$ cat config.mk
export PLATFORM = sky130hd
export DESIGN_NAME = target_path_planner
export DESIGN_NICKNAME = d
export VERILOG_FILES = /design/src/rtl/target_path_planner_pkg.sv /design/src/rtl/target_path_planner_polar_delta.sv /design/src/rtl/target_path_planner.sv
export SDC_FILE = /design/constraint.sdc
export NUM_CORES = 1
export LEC_CHECK = 0
export ABC_AREA = 1
export ABC_CLOCK_PERIOD_IN_PS = 5450
export CORE_MARGIN = 3
export CORE_UTILIZATION = 50
export CTS_CLUSTER_SIZE = 10
export DETAILED_ROUTE_END_ITERATION = 10
export HOLD_SLACK_MARGIN = 0.03
export PLACE_DENSITY_LB_ADDON = 0.05
export SKIP_LAST_GASP = 1
export SLEW_MARGIN = 25
export SYNTH_ARGS = -nofsm -noshare
export SYNTH_HDL_FRONTEND = slang
export SYNTH_SLANG_ARGS = --single-unit
$ cat constraint.sdc
create_clock -name clock -period 5.45 [get_ports clock]
set_clock_uncertainty 0.2 [all_clocks]
set_input_delay 0.8175 -clock clock [delete_from_list [all_inputs] [get_ports clock]]
set_output_delay 0.8175 -clock clock [all_outputs]
set_load 0.05 [all_outputs]
$ cat src/rtl/target_path_planner_pkg.sv
// ---------------------------------------------------------------------------
// target_pkg
// Purpose : Definitions shared by the target path planner and its polar
//           delta helper. The package holds the angle resolution, the layout
//           of the 12-bit polar location word, the rover command encodings
//           and the planner state enumeration.
// Ports   : none (package)
// ---------------------------------------------------------------------------
package target_pkg;

  // One full revolution is 24 theta positions of 15 degrees each.
  localparam int THETA_UNITS = 24;

  // Field widths and slice positions of a polar location word {theta, r}.
  localparam int LOC_W     = 12;
  localparam int THETA_W   = 5;
  localparam int R_W       = 7;
  localparam int THETA_MSB = 11;
  localparam int THETA_LSB = 7;
  localparam int R_MSB     = 6;
  localparam int R_LSB     = 0;

  // Sized copies of the revolution so comparisons stay width-matched.
  localparam logic [THETA_W-1:0] THETA_LIMIT = THETA_W'(THETA_UNITS);
  localparam logic [THETA_W-1:0] THETA_HALF  = THETA_W'(THETA_UNITS / 2);

  // Command codes carried on cmd_type toward the IR transmitter.
  typedef enum logic [1:0] {
    CMD_TURN_LEFT  = 2'b00,
    CMD_TURN_RIGHT = 2'b01,
    CMD_DRIVE_FWD  = 2'b10,
    CMD_DRIVE_REV  = 2'b11
  } cmd_type_e;

  // Planner sequencing: plan, emit turn, emit drive, wait for the locator,
  // then judge the result.
  typedef enum logic [2:0] {
    ST_IDLE,
    ST_CALC,
    ST_SEND_TURN,
    ST_SEND_DRIVE,
    ST_WAIT_MEAS,
    ST_CHECK
  } state_e;

  // Extract the theta index from a location word.
  function automatic logic [THETA_W-1:0] loc_theta(input logic [LOC_W-1:0] loc);
    return loc[THETA_MSB:THETA_LSB];
  endfunction

  // Extract the radius in inches from a location word.
  function automatic logic [R_W-1:0] loc_r(input logic [LOC_W-1:0] loc);
    return loc[R_MSB:R_LSB];
  endfunction

endpackage

$ cat src/rtl/target_path_planner_polar_delta.sv
// ---------------------------------------------------------------------------
// polar_delta
// Purpose : Combinational angle arithmetic on the 24-position theta circle.
//           Given the wanted theta and the current theta it produces the
//           modular delta, which way to turn and by how much, and the
//           circular distance between the two angles.
// Ports   : target_theta_i  - wanted theta index
//           current_theta_i - present theta index (heading or measured)
//           delta_o         - (target - current) mod THETA_UNITS
//           turn_left_o     - 1 when the shorter turn is to the left
//           turn_mag_o      - turn amount in theta units (0 when aligned)
//           circ_dist_o     - min(delta, THETA_UNITS - delta)
// ---------------------------------------------------------------------------
module polar_delta
  import target_pkg::*;
(
  input  logic [THETA_W-1:0] target_theta_i,
  input  logic [THETA_W-1:0] current_theta_i,
  output logic [THETA_W-1:0] delta_o,
  output logic               turn_left_o,
  output logic [THETA_W-1:0] turn_mag_o,
  output logic [THETA_W-1:0] circ_dist_o
);

  localparam logic signed [6:0] UNITS_S = 7'(THETA_UNITS);

  logic signed [6:0] diff;

  // The raw difference spans -31..31 because a 5-bit current theta may be
  // out of range; two conditional wraps upward and one downward always land
  // it in 0..THETA_UNITS-1, so the turn amount can never exceed a half turn.
  always_comb begin
    diff = $signed({2'b00, target_theta_i}) - $signed({2'b00, current_theta_i});
    if (diff < 0) diff = diff + UNITS_S;
    if (diff < 0) diff = diff + UNITS_S;
    if (diff >= UNITS_S) diff = diff - UNITS_S;
    delta_o     = diff[THETA_W-1:0];
    turn_left_o = (delta_o != '0) && (delta_o <= THETA_HALF);
    if (delta_o == '0) begin
      turn_mag_o = '0;
    end else if (turn_left_o) begin
      turn_mag_o = delta_o;
    end else begin
      turn_mag_o = THETA_LIMIT - delta_o;
    end
    circ_dist_o = turn_mag_o;
  end

endmodule

$ cat src/rtl/target_path_planner.sv
// ---------------------------------------------------------------------------
// target_path_planner
// Purpose : Turns a polar target location into rover motion commands (turn,
//           then drive), sends each over a valid/ready handshake, waits for
//           the ultrasound locator and decides arrived / retry / fail.
// Ports   : clock, reset      - clock and synchronous active-high reset
//           start             - pulse that begins a run (ignored while busy)
//           target_location   - {theta[11:7], r[6:0]}, latched on start
//           rover_location    - last measured rover position, same format
//           rover_heading     - rover heading in theta units
//           meas_valid        - pulse: new rover_location/rover_heading
//           cmd_ready         - transmitter accepts a command
//           cmd_valid/type/arg- outgoing command (held until accepted)
//           busy              - planner not idle
//           done / fail       - single-cycle result pulses
//           retry_count       - correction attempts used this run
// Config  : PLANNER_RETRY_EN - when defined a missed target triggers up to
//           MAX_RETRIES correction passes; otherwise a miss fails at once
//           and retry_count stays 0.
// ---------------------------------------------------------------------------
module target_path_planner
  import target_pkg::*;
#(
  parameter logic [26:0]        TIMEOUT_CYCLES = 27'd81_000_000,
  parameter logic [R_W-1:0]     R_TOL          = 7'd3,
  parameter logic [THETA_W-1:0] THETA_TOL      = 5'd1,
  parameter int unsigned        MAX_RETRIES    = 3
) (
  input  logic             clock,
  input  logic             reset,
  input  logic             start,
  input  logic [LOC_W-1:0] target_location,
  input  logic [LOC_W-1:0] rover_location,
  input  logic [THETA_W-1:0] rover_heading,
  input  logic             meas_valid,
  input  logic             cmd_ready,
  output logic             cmd_valid,
  output logic [1:0]       cmd_type,
  output logic [R_W-1:0]   cmd_arg,
  output logic             busy,
  output logic             done,
  output logic             fail,
  output logic [1:0]       retry_count
);

  state_e             state_q;
  logic [LOC_W-1:0]   tgt_q;
  logic [1:0]         retry_q;
  logic               cmd_valid_q;
  cmd_type_e          cmd_type_q;
  logic [R_W-1:0]     cmd_arg_q;
  cmd_type_e          drv_type_q;
  logic [R_W-1:0]     drv_arg_q;
  logic               done_q;
  logic               fail_q;
  logic               chk_pending_q;
  logic [26:0]        timer_q;

  logic [THETA_W-1:0] tgt_theta, cur_theta, pd_delta, pd_mag, pd_circ;
  logic               pd_left;
  logic [R_W-1:0]     tgt_r, rov_r;
  logic signed [7:0]  dr;
  logic [7:0]         abs_dr;
  logic               retrying, retry_ok, arrived_d;
  cmd_type_e          drv_type_d;
  logic [R_W-1:0]     drv_arg_d;

  assign tgt_theta = loc_theta(tgt_q);
  assign tgt_r     = loc_r(tgt_q);
  assign rov_r     = loc_r(rover_location);

  // Planning compares against the heading; judging compares against the
  // measured position, so one angle unit serves both phases.
  assign cur_theta = (state_q == ST_CALC) ? rover_heading : loc_theta(rover_location);

  polar_delta u_polar_delta (
    .target_theta_i  (tgt_theta),
    .current_theta_i (cur_theta),
    .delta_o         (pd_delta),
    .turn_left_o     (pd_left),
    .turn_mag_o      (pd_mag),
    .circ_dist_o     (pd_circ)
  );

`ifdef PLANNER_RETRY_EN
  assign retry_ok    = (retry_q < 2'(MAX_RETRIES));
  assign retry_count = retry_q;
`else
  assign retry_ok    = 1'b0;
  assign retry_count = 2'd0;
`endif

  // Drive planning and arrival test. The radius error is kept at 8-bit
  // signed width so a full 0..127 swing in either direction fits, and its
  // magnitude always fits back into the 7-bit argument field.
  always_comb begin
    retrying   = (retry_q != 2'd0);
    dr         = $signed({1'b0, tgt_r}) - $signed({1'b0, rov_r});
    abs_dr     = dr[7] ? 8'(-dr) : 8'(dr);
    drv_type_d = (retrying && dr[7]) ? CMD_DRIVE_REV : CMD_DRIVE_FWD;
    drv_arg_d  = retrying ? abs_dr[R_W-1:0] : tgt_r;
    arrived_d  = (abs_dr <= {1'b0, R_TOL}) && (pd_circ <= THETA_TOL);
  end

  assign cmd_valid = cmd_valid_q;
  assign cmd_type  = cmd_type_q;
  assign cmd_arg   = cmd_arg_q;
  assign done      = done_q;
  assign fail      = fail_q;
  assign busy      = (state_q != ST_IDLE);

  // Main sequencer. done/fail default low each cycle so they only ever
  // pulse. A verdict is registered on the edge that enters CHECK, making
  // done/fail visible during the CHECK cycle itself. Commands stay on the
  // bus until accepted, and valid drops for a cycle after each transfer.
  always_ff @(posedge clock) begin
    if (reset) begin
      state_q       <= ST_IDLE;
      tgt_q         <= '0;
      retry_q       <= 2'd0;
      cmd_valid_q   <= 1'b0;
      cmd_type_q    <= CMD_TURN_LEFT;
      cmd_arg_q     <= '0;
      drv_type_q    <= CMD_DRIVE_FWD;
      drv_arg_q     <= '0;
      done_q        <= 1'b0;
      fail_q        <= 1'b0;
      chk_pending_q <= 1'b0;
      timer_q       <= '0;
    end else begin
      done_q <= 1'b0;
      fail_q <= 1'b0;
      case (state_q)
        ST_IDLE: begin
          if (start && !done_q && !fail_q) begin
            tgt_q   <= target_location;
            retry_q <= 2'd0;
            state_q <= ST_CALC;
          end
        end
        ST_CALC: begin
          if (tgt_theta >= THETA_LIMIT) begin
            fail_q  <= 1'b1;
            state_q <= ST_IDLE;
          end else begin
            drv_type_q <= drv_type_d;
            drv_arg_q  <= drv_arg_d;
            if (pd_delta != '0) begin
              cmd_valid_q <= 1'b1;
              cmd_type_q  <= pd_left ? CMD_TURN_LEFT : CMD_TURN_RIGHT;
              cmd_arg_q   <= {{(R_W-THETA_W){1'b0}}, pd_mag};
              state_q     <= ST_SEND_TURN;
            end else if (drv_arg_d != '0) begin
              cmd_valid_q <= 1'b1;
              cmd_type_q  <= drv_type_d;
              cmd_arg_q   <= drv_arg_d;
              state_q     <= ST_SEND_DRIVE;
            end else begin
              chk_pending_q <= 1'b1;
              state_q       <= ST_CHECK;
            end
          end
        end
        ST_SEND_TURN: begin
          if (cmd_ready) begin
            cmd_valid_q <= 1'b0;
            timer_q     <= '0;
            state_q     <= (drv_arg_q != '0) ? ST_SEND_DRIVE : ST_WAIT_MEAS;
          end
        end
        ST_SEND_DRIVE: begin
          if (!cmd_valid_q) begin
            cmd_valid_q <= 1'b1;
            cmd_type_q  <= drv_type_q;
            cmd_arg_q   <= drv_arg_q;
          end else if (cmd_ready) begin
            cmd_valid_q <= 1'b0;
            timer_q     <= '0;
            state_q     <= ST_WAIT_MEAS;
          end
        end
        ST_WAIT_MEAS: begin
          if (meas_valid) begin
            done_q  <= arrived_d;
            fail_q  <= !arrived_d && !retry_ok;
            if (!arrived_d && retry_ok) retry_q <= retry_q + 2'd1;
            state_q <= ST_CHECK;
          end else if (timer_q == TIMEOUT_CYCLES - 27'd1) begin
            fail_q  <= 1'b1;
            state_q <= ST_IDLE;
          end else begin
            timer_q <= timer_q + 27'd1;
          end
        end
        ST_CHECK: begin
          if (chk_pending_q) begin
            chk_pending_q <= 1'b0;
            done_q        <= arrived_d;
            fail_q        <= !arrived_d && !retry_ok;
            if (!arrived_d && retry_ok) retry_q <= retry_q + 2'd1;
          end else begin
            state_q <= (done_q || fail_q) ? ST_IDLE : ST_CALC;
          end
        end
        default: state_q <= ST_IDLE;
      endcase
    end
  end

endmodule

==> impl_summary.md, run 1 <==
GRT
The met2 demand-to-capacity share in global routing is 34.1%. Global routing used 22.2% of the available tracks. The number of antenna violations at the first check in global routing is 0.

Entering global routing, the biggest net connects 30 pins. The first-pass GRT wire length is 16,200 um. Summed over all layers, the global routing overflow is 0.

The met3 layer usage reported by global route is under 10%. The layer with the highest usage is met2. The met1 usage is approximately a third. The via count of the first global-routing pass is 3,617.

Clocking
Clock tree synthesis inserted a total of 9 buffers. The CTS tree is built. The number of levels the H-tree was split into is 3. In this run, post-CTS repair resized a total of 0 instances. The root buffer cell is sky130_fd_sc_hd__clkbuf_8.

No sink is reached through more buffers than the 2 on the longest clock path. The number of clock sinks seen by CTS is 62. The post-CTS setup-driven buffer insertion count is 0. The clock latency of the later-clocked register in the worst-skew pair is 340 ps.

Clock-pin slew was measured on the worst setup and hold paths at 70 ps. The number of hold buffers added after CTS was 0.

Logic synthesis
The portion of synthesized cell area occupied by the leading cell type is 30.7%. A synthesized cell averages about 6.6 um^2. Summed over all instances, the cell type with the most area after synthesis is sky130_fd_sc_hd__dfxtp_1. The predominant post-synthesis flop cell is sky130_fd_sc_hd__dfxtp_1. The share of the yosys chip area belonging to registers is between 30% and 40%.

The count of yosys warnings during synthesis is 0. Yosys mapped the design onto 48 distinct sky130hd cell types. In this run the cell area of the synthesized design comes to 4050 um^2. The commonest cells after synthesis are 111 x sky130_fd_sc_hd__nand2_1, 94 x sky130_fd_sc_hd__inv_1, 82 x sky130_fd_sc_hd__nor2_1, 62 x sky130_fd_sc_hd__dfxtp_1, 52 x sky130_fd_sc_hd__o21ai_0.

Among all cell types in the netlist, the one instantiated most often is sky130_fd_sc_hd__nand2_1. The cell count after synthesis came out at 617. The number of flops mapped to enable cells by yosys is 0. In the synthesized netlist the async set-or-reset flop fraction comes to 0%. The synthesized flop and latch total is 62.

By area the synthesized netlist is led by sky130_fd_sc_hd__dfxtp_1 31%, sky130_fd_sc_hd__nand2_1 10%, sky130_fd_sc_hd__inv_1 8.7%.

Critical path
The largest fanout of any net on the critical path is 16. The setup path with the least slack is of type in2reg. The capturing element type of the critical path is a flop. The required time of the critical path is 5480 ps.

STA classifies the critical path startpoint as a primary input. The biggest cell delay along the critical path is about 420 ps. The critical path's most frequent cell is sky130_fd_sc_hd__nand2_1. The cell type of the slowest stage on the worst timing path is sky130_fd_sc_hd__clkdlybuf4s50_1. The signal arrival time at the worst endpoint is 4830 ps.

Finish
Measured on the finished design, the core utilization comes to 61.2%. The relative area change from synthesis to final layout is 18.0%. In the final design database the tool counted approximately 720 nets.

The count of antenna diodes in the layout is 0. The fraction of layout instances using a drive strength above 1 is 7.62%.

Die
The initial utilization of the core area, before any placement, comes to 51.8%. The chip width is 96.0 um. The total number of placement rows is 32. The floorplan step defined a core boundary enclosing 7810 um^2.

In this run the vertical extent of the chip is 96.0 um. The die area is 9210 um^2. The count of pins on the block boundary is between 40 and 50.

Power
The clock power share is 12.4%. Of the total power, combinational logic draws 68.3%. The internal power consumption is 1.52 mW. The worst-case IR drop observed on VDD is 0.459 mV. The net switching power figure is 1.78 mW.

The share of total power in sequential cells is 19.3%. The total power density per cell area is 692 nW/um^2. In this run switching power makes up ~54% of total power. Summed over all cells, the static leakage comes to 2.10 nW.

Placement
The count of port buffers added during placement is 46. The half-perimeter wire length after placement is 7630 um. The weighted congestion at the end of routability-driven global placement is 0.913.

Timing
The number of failing hold endpoints at the final stage came to 0. Setup total negative slack on the finished layout was measured at 0 ps. The measured slew at the worst slew-check pin is between 800 and 900 ps.

Across all hold checks on the routed design, the worst slack comes to 265 ps. Setup repair after global routing left no endpoint under its margin. The headroom to the max-slew limit is around two fifths. The final max-slew violation count is 0. The final critical path time including I/O delays and setup is 4800 ps. The count of final setup violators is 0. The upper clock frequency limit is 208 MHz. The final critical path takes up 88.2% of the cycle.

Drt
The number of DRC markers in iteration 0 is 237. The total wirelength of the detailed-routed design is 9670 um. For this block, the via count after detailed routing is 3,993. In the routed design, unresolved DRC markers number 0.

The post-detailed-route count of antenna-violating nets is 0. The average wire length per cell after detail routing is about 13 um. The via count normalized by instance count is 5.18. The detailed-router iteration count before antenna repair is 5.

Run
The tool flagged a number of max-cap violations equal to 0.

Outcome
The run finished with clean final reports.

Hold path
The tightest min-delay check is of the reg2reg type.
==> sequential cells by signal, indices dropped and copies added, names as in the netlist <==
| register | flops |
|---|---|
| done | 1 |
| tgt_q | 12 |
| state_q | 3 |
| chk_pending_q | 1 |
| cmd_valid | 1 |
| timer_q | 27 |
| cmd_arg | 7 |
| fail | 1 |
| drv_arg_q | 7 |
| cmd_type | 2 |
==> layer usage <==
layer	share of wire [%]	wire, um
met1	50	4800
met5	0	0
met2	44	4270
met3	5.3	513
met4	0.97	94
==> power by group through the flow <==
stage          registers (mW)  clock network, mW  logic [mW]
2_1_floorplan           0.711                  0        1.70
3_3_place_gp            0.645                  0        2.20
3_5_place_dp            0.644                  0        2.24
4_1_cts                 0.636              0.418        2.25
5_1_grt                 0.648              0.437        2.55
6_report                0.639              0.410        2.26
==> critical path, delay by kind of cell <==
kind,cells,cell delay (ps)
buffers and inverters,7,800
and+or+nand+nor,18,1590
adders and majority gates,5,1330
AOI/OAI and AO/OA,2,280
==> path summary, 6_finish.rpt <==
check / depth (start not counted) / slack [ps] / to / start
worst max-delay path: 32 / 650 / cmd_arg[1]$_SDFFE_PP0P_ / rover_location[7]
worst min-delay path: 2 / 260 / chk_pending_q$_SDFFE_PP0P_ / chk_pending_q$_SDFFE_PP0P_
worst max register to register: 36 / 730 / cmd_arg[1]$_SDFFE_PP0P_ / state_q[0]$_SDFFE_PP0P_
worst min register to register: 2 / 260 / chk_pending_q$_SDFFE_PP0P_ / chk_pending_q$_SDFFE_PP0P_
==> final cells by class <==
class,instances,area [um^2]
clock buffer,9,124
clock inverter,7,73.8
fill,759,3030
inverter,101,379
multi-input combinational,443,2360
sequential,62,1240
tap,102,128
timing repair buffer,47,468
==> stage by stage <==
stage,total power [mW],cell area [um^2],setup WS [ps],std cells
4_1_cts,3.30,4770,664,771
5_1_grt,3.63,4770,210,771
2_1_floorplan,2.42,4050,982,618
3_3_place_gp,2.84,4580,463,755
6_report,3.30,4770,645,771
3_5_place_dp,2.88,4580,298,755
==> cell families (layout without fill, tap and decap cells) <==
| group | count (synthesis) | after routing | synth area share [%] |
|---|---|---|---|
| simple gates | 290 | 290 | 32.9 |
| compound gates | 121 | 121 | 16.4 |
| buf+inv | 113 | 164 | 11.1 |
| flops | 62 | 62 | 30.7 |
| fa+ha+maj | 20 | 20 | 6.55 |
| xor+xnor | 7 | 7 | 1.51 |
| mux | 3 | 3 | 0.742 |
| other cells | 1 | 2 | 0.0926 |
==> cells in the final DEF, fill, tap and decap left out, drive strengths merged, types with 5 or more instances in the layout <==
cell type | synthesis | layout
clkdlybuf4s50 | 0 | 46
nand2 | 122 | 122
clkinv | 1 | 5
nor3 | 16 | 16
ha | 18 | 18
inv | 100 | 101
o21ai | 56 | 56
nand3 | 44 | 44
a21oi | 49 | 49
clkbuf | 6 | 9
nand4 | 13 | 13
dfxtp | 62 | 62
nor2 | 88 | 88
xor2 | 6 | 6
Power figures use the tool's default switching activity.
==> inputs of run 2 (changes only) <==
Settings changed: ABC_CLOCK_PERIOD_IN_PS 5450 to 5760.
Clock period 5.45 ns to 5.76 ns, I/O delays scaled along.
==> run 2 against run 1 <==
Combinational power fell by 6%. Flip-flop and latch count stayed put. Power is 5.6% lower. Clock power fell by 6.6%. First-iteration DRC count down 3.8%. Sequential power shrank 5.5%. Register-to-register slack about the same. Clock-buffer cell count did not move. Critical path type is now reg2reg. Critical endpoint unchanged.
==> impl_summary.md, run 2 (synthesized netlist as in run 1, its figures left out) <==
Power
The leakage power of the design is 2.09 nW (-0.25%). The maximum VDD drop is 0.440 mV (-4.2%). The total power density per cell area is 655 nW/um^2 (-5.4%).

Timing
Setup repair after global routing left no endpoint under its margin. The worst-case setup margin in the final layout is 741 ps (+96.0 ps). The measured slew at the worst slew-check pin was 937 ps (+40.5 ps). The number of failing hold endpoints at the final stage is 0 (unchanged).

The headroom to the max-slew limit was 37.1% (-2.7 points). The final total negative setup slack is 0 ps (unchanged). For the finished layout, the period the worst path requires is 5020 ps. The final max-slew violation count was 0 (unchanged). Based on the critical path, the design can be clocked at up to 199 MHz. Dividing the final minimum period by the clock period gives 87.1%. The count of final setup violators is 0 (unchanged).

Critical path
The biggest cell delay along the critical path came to 410 ps (about the same). The signal arrival time at the worst endpoint is 5050 ps (+220 ps). The cell depth of the worst flop-to-flop path was 33 (-8.3%). The critical path's most frequent cell is sky130_fd_sc_hd__nand2_1. The largest individual stage delay along the critical path comes from the cell sky130_fd_sc_hd__fa_1. The worst register-to-register path ends at cmd_arg[1]$_SDFFE_PP0P_.

The largest fanout of any net on the critical path is 16 (unchanged). The worst setup path is of the reg2reg kind. The setup slack of the worst register-to-register path is 740 ps (about the same). In this run the critical register-to-register path is launched from state_q[0]$_SDFFE_PP0P_. The capturing element type of the critical path is a flop. The required time of the critical path is 5790 ps (+310 ps). The startpoint kind of the worst setup timing path is a flop.

Finish
The register with the most flip-flops is timer_q. The number of flip-flops in the largest register came to 27 (unchanged). The utilization of the core after routing is 61.1% (-0.096 points). The fraction of layout instances using a drive strength above 1 is 7.49% (-0.14 points). The number of nets in the layout is 717 (-0.14%).

The area growth from synthesis to layout is 17.8%. In the final layout, the registers with the most flip-flops are timer_q (27), tgt_q (12). The library cell used most frequently in the layout, excluding fill and tap cells, is sky130_fd_sc_hd__nand2_1. The count of antenna diodes in the layout is 0 (unchanged). Leaving out fill and tap cells, the most frequent cells in the layout are 111 x sky130_fd_sc_hd__nand2_1, 94 x sky130_fd_sc_hd__inv_1, 82 x sky130_fd_sc_hd__nor2_1. The number of filler instances in the final layout was 757 (-0.26%). The non-filler instance count after layout is 770 (-0.13%).

Clocking
The clock-pin slew of the registers on the worst-case setup and hold paths is 70 ps (about the same). The post-cts resize count is 0 (unchanged). The number of buffers created by CTS came to 9 (unchanged).

The CTS tree is built. The maximum buffer depth of the clock tree is 2 (unchanged). The number of levels the H-tree was split into is 3 (unchanged). The clock latency of the later-clocked register in the worst-skew pair is 350 ps (about the same). The tree is rooted in a sky130_fd_sc_hd__clkbuf_8. The number of hold buffers added after cts is 0 (unchanged). The number of clock sinks seen by CTS is 62 (unchanged).

The post-CTS setup-driven buffer insertion count was 0 (unchanged).

Drt
The detailed-router iteration count before antenna repair is 5 (unchanged). The total number of vias is 3,997 (+0.10%). The post-detailed-route count of antenna-violating nets is 0 (unchanged). The remaining design rule violation count is 0 (unchanged). The number of DRC markers in iteration 0 is 228 (-3.8%). The via count normalized by instance count was 5.19 (+0.23%). The average wire length per cell after detail routing is 12.6 um (+0.60%). The total wirelength of the detailed-routed design is 9720 um (+0.47%).

Outcome
The run finished with clean final reports.

Placement
The cell count after placement was 754 (-0.13%). The weighted congestion at the end of routability-driven global placement came to 0.907 (-0.65%). The half-perimeter wire length after placement is 7630 um (about the same). The count of port buffers added during placement is 46 (unchanged). The worst setup slack after placement is 544 ps (+246 ps).

Hold path
The beginning of the worst hold path is chk_pending_q$_SDFFE_PP0P_. The worst hold path terminates at chk_pending_q$_SDFFE_PP0P_. The worst min-delay path category is reg2reg.

The worst hold path depth is 2 (unchanged).

GRT
The via count of the first global-routing pass is 3,625 (+0.22%). The total global routing overflow is 0 (unchanged). The first-pass GRT wire length is 16,300 um (+0.30%). The maximum number of pins on one net before global-route repair is 30 (unchanged).

The global routing usage summed across all routing layers was 22.4% (+0.21 points). The number of antenna violations at the first check in global routing is 0 (unchanged).

Run
The max capacitance violation total is 0 (unchanged).

Die
The chip width was 96.0 um (unchanged). The die area is 9210 um^2 (unchanged). The count of pins on the block boundary is 49 (unchanged). The area inside the core boundary was 7810 um^2 (unchanged). The die extent in y is 96.0 um (unchanged).

The total number of placement rows is 32 (unchanged). The effective utilization at floorplan was 51.8% (unchanged).
[run 2: cell types whose count changed in the layout (fill, tap and decap cells not counted), sizes merged]
cell | before | now
buf | 1 | 0
[run 2: critical path, delay by kind of cell (launching register included)]
family | cells | cell delay, ps
flops | 1 | 370
fa+ha+maj | 5 | 1380
simple gates | 18 | 2020
compound gates | 2 | 260
buf+inv | 8 | 640
[run 2: layer usage]
layer	wire (um)	GRT usage (%)
met5	0	0
met4	86	5.92
met3	527	4.93
met2	4430	35.0
met1	4680	31.1
[run 2: cell type report]
type | count | area, um^2 | area share (%)
Multi-Input combinational cell | 443 | 2360 | 49.5
Sequential cell | 62 | 1240 | 26.0
Timing Repair Buffer | 46 | 460 | 9.66
Clock inverter | 7 | 73.8 | 1.55
Tap cell | 102 | 128 | 2.68
Clock buffer | 9 | 124 | 2.60
Inverter | 101 | 379 | 7.95
[run 2: how the worst max path moves through the flow]
stage,start,end,slack (ps),depth (start not counted)
final,state_q[0]$_SDFFE_PP0P_,cmd_arg[1]$_SDFFE_PP0P_,740,33
after global routing,state_q[0]$_SDFFE_PP0P_,fail$_SDFF_PP0_,210,35
after CTS,state_q[0]$_SDFFE_PP0P_,cmd_arg[1]$_SDFFE_PP0P_,700,32
after detailed placement,rover_heading[0],cmd_arg[1]$_SDFFE_PP0P_,540,28
after global placement,rover_heading[1],cmd_arg[3]$_SDFFE_PP0P_,720,28
after floorplan,state_q[0]$_SDFFE_PP0P_,cmd_type[1]$_SDFFE_PP0P_,1290,33
[run 2: metrics by stage]
stage	area (um^2)	power [mW]	hold slack, ps
after floorplan	4050	2.29	232
after global placement	4570	2.68	250
after detailed placement	4570	2.73	252
after CTS	4770	3.12	264
after global routing	4770	3.43	280
final	4770	3.12	266
[run 2: where the power goes]
part           switching, mW  internal (mW)  total (mW)
logic                   1.42          0.715        2.13
registers             0.0831          0.521       0.604
clock network          0.182          0.201       0.383
total                   1.68           1.44        3.12
==> inputs of run 3 (changes only) <==
Settings changed: CORE_UTILIZATION 50 to 61.
==> run 3 against run 2 <==
Clock-buffer cell count is the same. Cell count is 3.2% lower. Wire length up 1.1%. Non-clock buffer count is the same. Flip-flop and latch count unchanged. Setup slack lost 150 ps. Critical path depth rose by 1. Via count grew 2.7%. Power up 2.2%. Utilization rose by 13 points. Die area down 17%. Fmax is 2.9% lower.
==> impl_summary.md, run 3 (synthesized netlist as in run 1, its figures left out) <==
Outcome
The flow ran to the end, and the final reports show no timing, DRC or antenna violations.

Timing
The worst hold slack is 270 ps (+3.72 ps). The number of failing hold endpoints at the final stage was 0 (unchanged). The upper clock frequency limit is 194 MHz (-2.9%). The count of final setup violators is 0 (unchanged). The final critical-path share of the clock period came to 89.7% (+2.6 points). The final critical path time including I/O delays and setup is 5170 ps (+148 ps).

Setup repair after global routing left no endpoint under its margin. The final total negative setup slack is 0 ps (unchanged). The headroom to the max-slew limit came to 34.2% (-2.9 points). The measured slew at the worst slew-check pin is 980 ps (+43.4 ps). The final max-slew violation count is 0 (unchanged).

Run
The max capacitance violation total is 0 (unchanged).

Finish
The library cell used most frequently in the layout, excluding fill and tap cells, is sky130_fd_sc_hd__nand2_1. The largest registers in the layout are timer_q (27), tgt_q (12). The count of antenna diodes in the layout is 0 (unchanged).

Compared with the post-synthesis result, the final layout area differs by 17.2%. Leaving out fill and tap cells, the most frequent cells in the layout are 111 x sky130_fd_sc_hd__nand2_1, 94 x sky130_fd_sc_hd__inv_1, 82 x sky130_fd_sc_hd__nor2_1. The number of nets in the layout is 717 (unchanged). The number of flip-flops in the largest register was 27 (unchanged). The fraction of layout instances using a drive strength above 1 is 7.49% (unchanged). The register with the most flip-flops is timer_q.

Critical path
The most numerous cell type found on the critical path is sky130_fd_sc_hd__nand2_1. The signal arrival time at the worst endpoint is 5190 ps (+140 ps). The capturing element type of the critical path is a flop. The biggest cell delay along the critical path is 420 ps (about the same).

The largest fanout of any net on the critical path is 7 (-9). Among all stages on the critical path, the largest delay is contributed by sky130_fd_sc_hd__fa_1. The startpoint kind of the worst setup timing path is a flop.

The setup path with the least slack is of type reg2reg. The required time of the critical path came to 5780 ps (about the same).

Die
The die area is 7650 um^2 (-17%). The effective utilization at floorplan is 63.4% (+12 points). The chip width came to 87.5 um (-8.9%). The area inside the core boundary is 6390 um^2 (-18%).

The total number of placement rows is 29 (-9.4%). The count of pins on the block boundary is 49 (unchanged). The die extent in y came to 87.5 um (-8.9%).

Clocking
The clock-pin slew of the registers on the worst-case setup and hold paths is 70 ps (about the same). The number of hold buffers added after cts was 0 (unchanged). The number of buffers created by CTS was 9 (unchanged). The clock latency of the later-clocked register in the worst-skew pair is 340 ps (about the same).

The number of levels the H-tree was split into is 3 (unchanged). The post-CTS setup-driven buffer insertion count is 0 (unchanged). TritonCTS built the clock tree.

The post-cts resize count was 0 (unchanged). The number of clock sinks seen by CTS came to 62 (unchanged). The cell sitting at the root of the clock tree is a sky130_fd_sc_hd__clkbuf_8. The maximum buffer depth of the clock tree is 2 (unchanged).

GRT
The maximum number of pins on one net before global-route repair was 30 (unchanged). The number of antenna violations at the first check in global routing is 0 (unchanged). The total global routing overflow was 0 (unchanged).

The via count of the first global-routing pass came to 3,710 (+2.3%). The first-pass GRT wire length was 16,600 um (+2.1%). The global routing usage summed across all routing layers is 26.9% (+4.5 points).

Drt
The post-detailed-route count of antenna-violating nets is 0 (unchanged). The number of DRC markers in iteration 0 is 255 (+12%). The detailed-router iteration count before antenna repair is 5 (unchanged). The average wire length per cell after detail routing is 13.2 um (+4.5%).

The remaining design rule violation count is 0 (unchanged). The total wirelength of the detailed-routed design is 9820 um (+1.1%). The via count normalized by instance count is 5.51 (+6.1%). The total number of vias is 4,103 (+2.7%).

Placement
The half-perimeter wire length after placement is 7680 um (+0.63%). The count of port buffers added during placement is 46 (unchanged). The weighted congestion at the end of routability-driven global placement was 0.967 (+6.6%).

Hold path
The worst hold path belongs to the class reg2reg.

Power
The total power density per cell area is 672 nW/um^2 (+2.7%). The leakage power of the design came to 2.09 nW (about the same). The maximum VDD drop is 0.956 mV (+120%).
## run 3: changes by cell type in the layout (fill, tap and decap cells not counted), sizes merged
cell,delta
clkinvlp,+1
clkinv,-2
inv,+1
## run 3: power by group
part	total [mW]	switching, mW	leakage [nW]	internal [mW]
sequential	0.608	0.0875	0.506	0.520
clock	0.398	0.193	0.0980	0.205
combinational	2.18	1.47	1.49	0.718
total	3.19	1.75	2.09	1.44
## run 3: cell type report
type / count / area (um^2)
clock buffer: 9 / 124
multi-input combinational: 443 / 2360
tap: 77 / 96.3
timing repair buffer: 46 / 460
fill: 508 / 1640
inverter: 101 / 379
sequential: 62 / 1240
clock inverter: 7 / 82.6
## run 3: final timing paths
path                                              start                     to  slack, ps  cells past startpoint
worst min register to register    tgt_q[7]$_SDFFE_PP0P_  tgt_q[7]$_SDFFE_PP0P_        270                      2
worst max register to register  state_q[0]$_SDFFE_PP0P_        fail$_SDFF_PP0_        590                     34
worst min-delay path              tgt_q[7]$_SDFFE_PP0P_  tgt_q[7]$_SDFFE_PP0P_        270                      2
worst max-delay path            state_q[0]$_SDFFE_PP0P_        fail$_SDFF_PP0_        590                     34
## run 3: layer usage
layer | global-route usage, % | part of all wire [%] | wire length [um]
met3 | 5.20 | 5.4 | 528
met2 | 44.0 | 48 | 4700
met4 | 6.69 | 0.93 | 91
met5 | 0 | 0 | 0
met1 | 36.4 | 46 | 4500
## run 3: critical path: cells and delay by family, from the launching register on
kind	cells	cell delay (ps)
buffers and inverters	8	650
AOI/OAI and AO/OA	1	50
adders and majority gates	5	1370
and+or+nand+nor	20	2390
DFF	1	380
## run 3: per-stage QoR
stage	util [%]	power [mW]	area [um^2]	instances	setup slack [ps]
after floorplan	-	2.29	4050	618	1290
after global placement	71.1	2.67	4540	729	700
after detailed placement	71.1	2.76	4540	729	486
after CTS	74.3	3.16	4740	745	619
after global routing	74.3	3.52	4740	745	23.7
final	74.3	3.19	4740	745	593
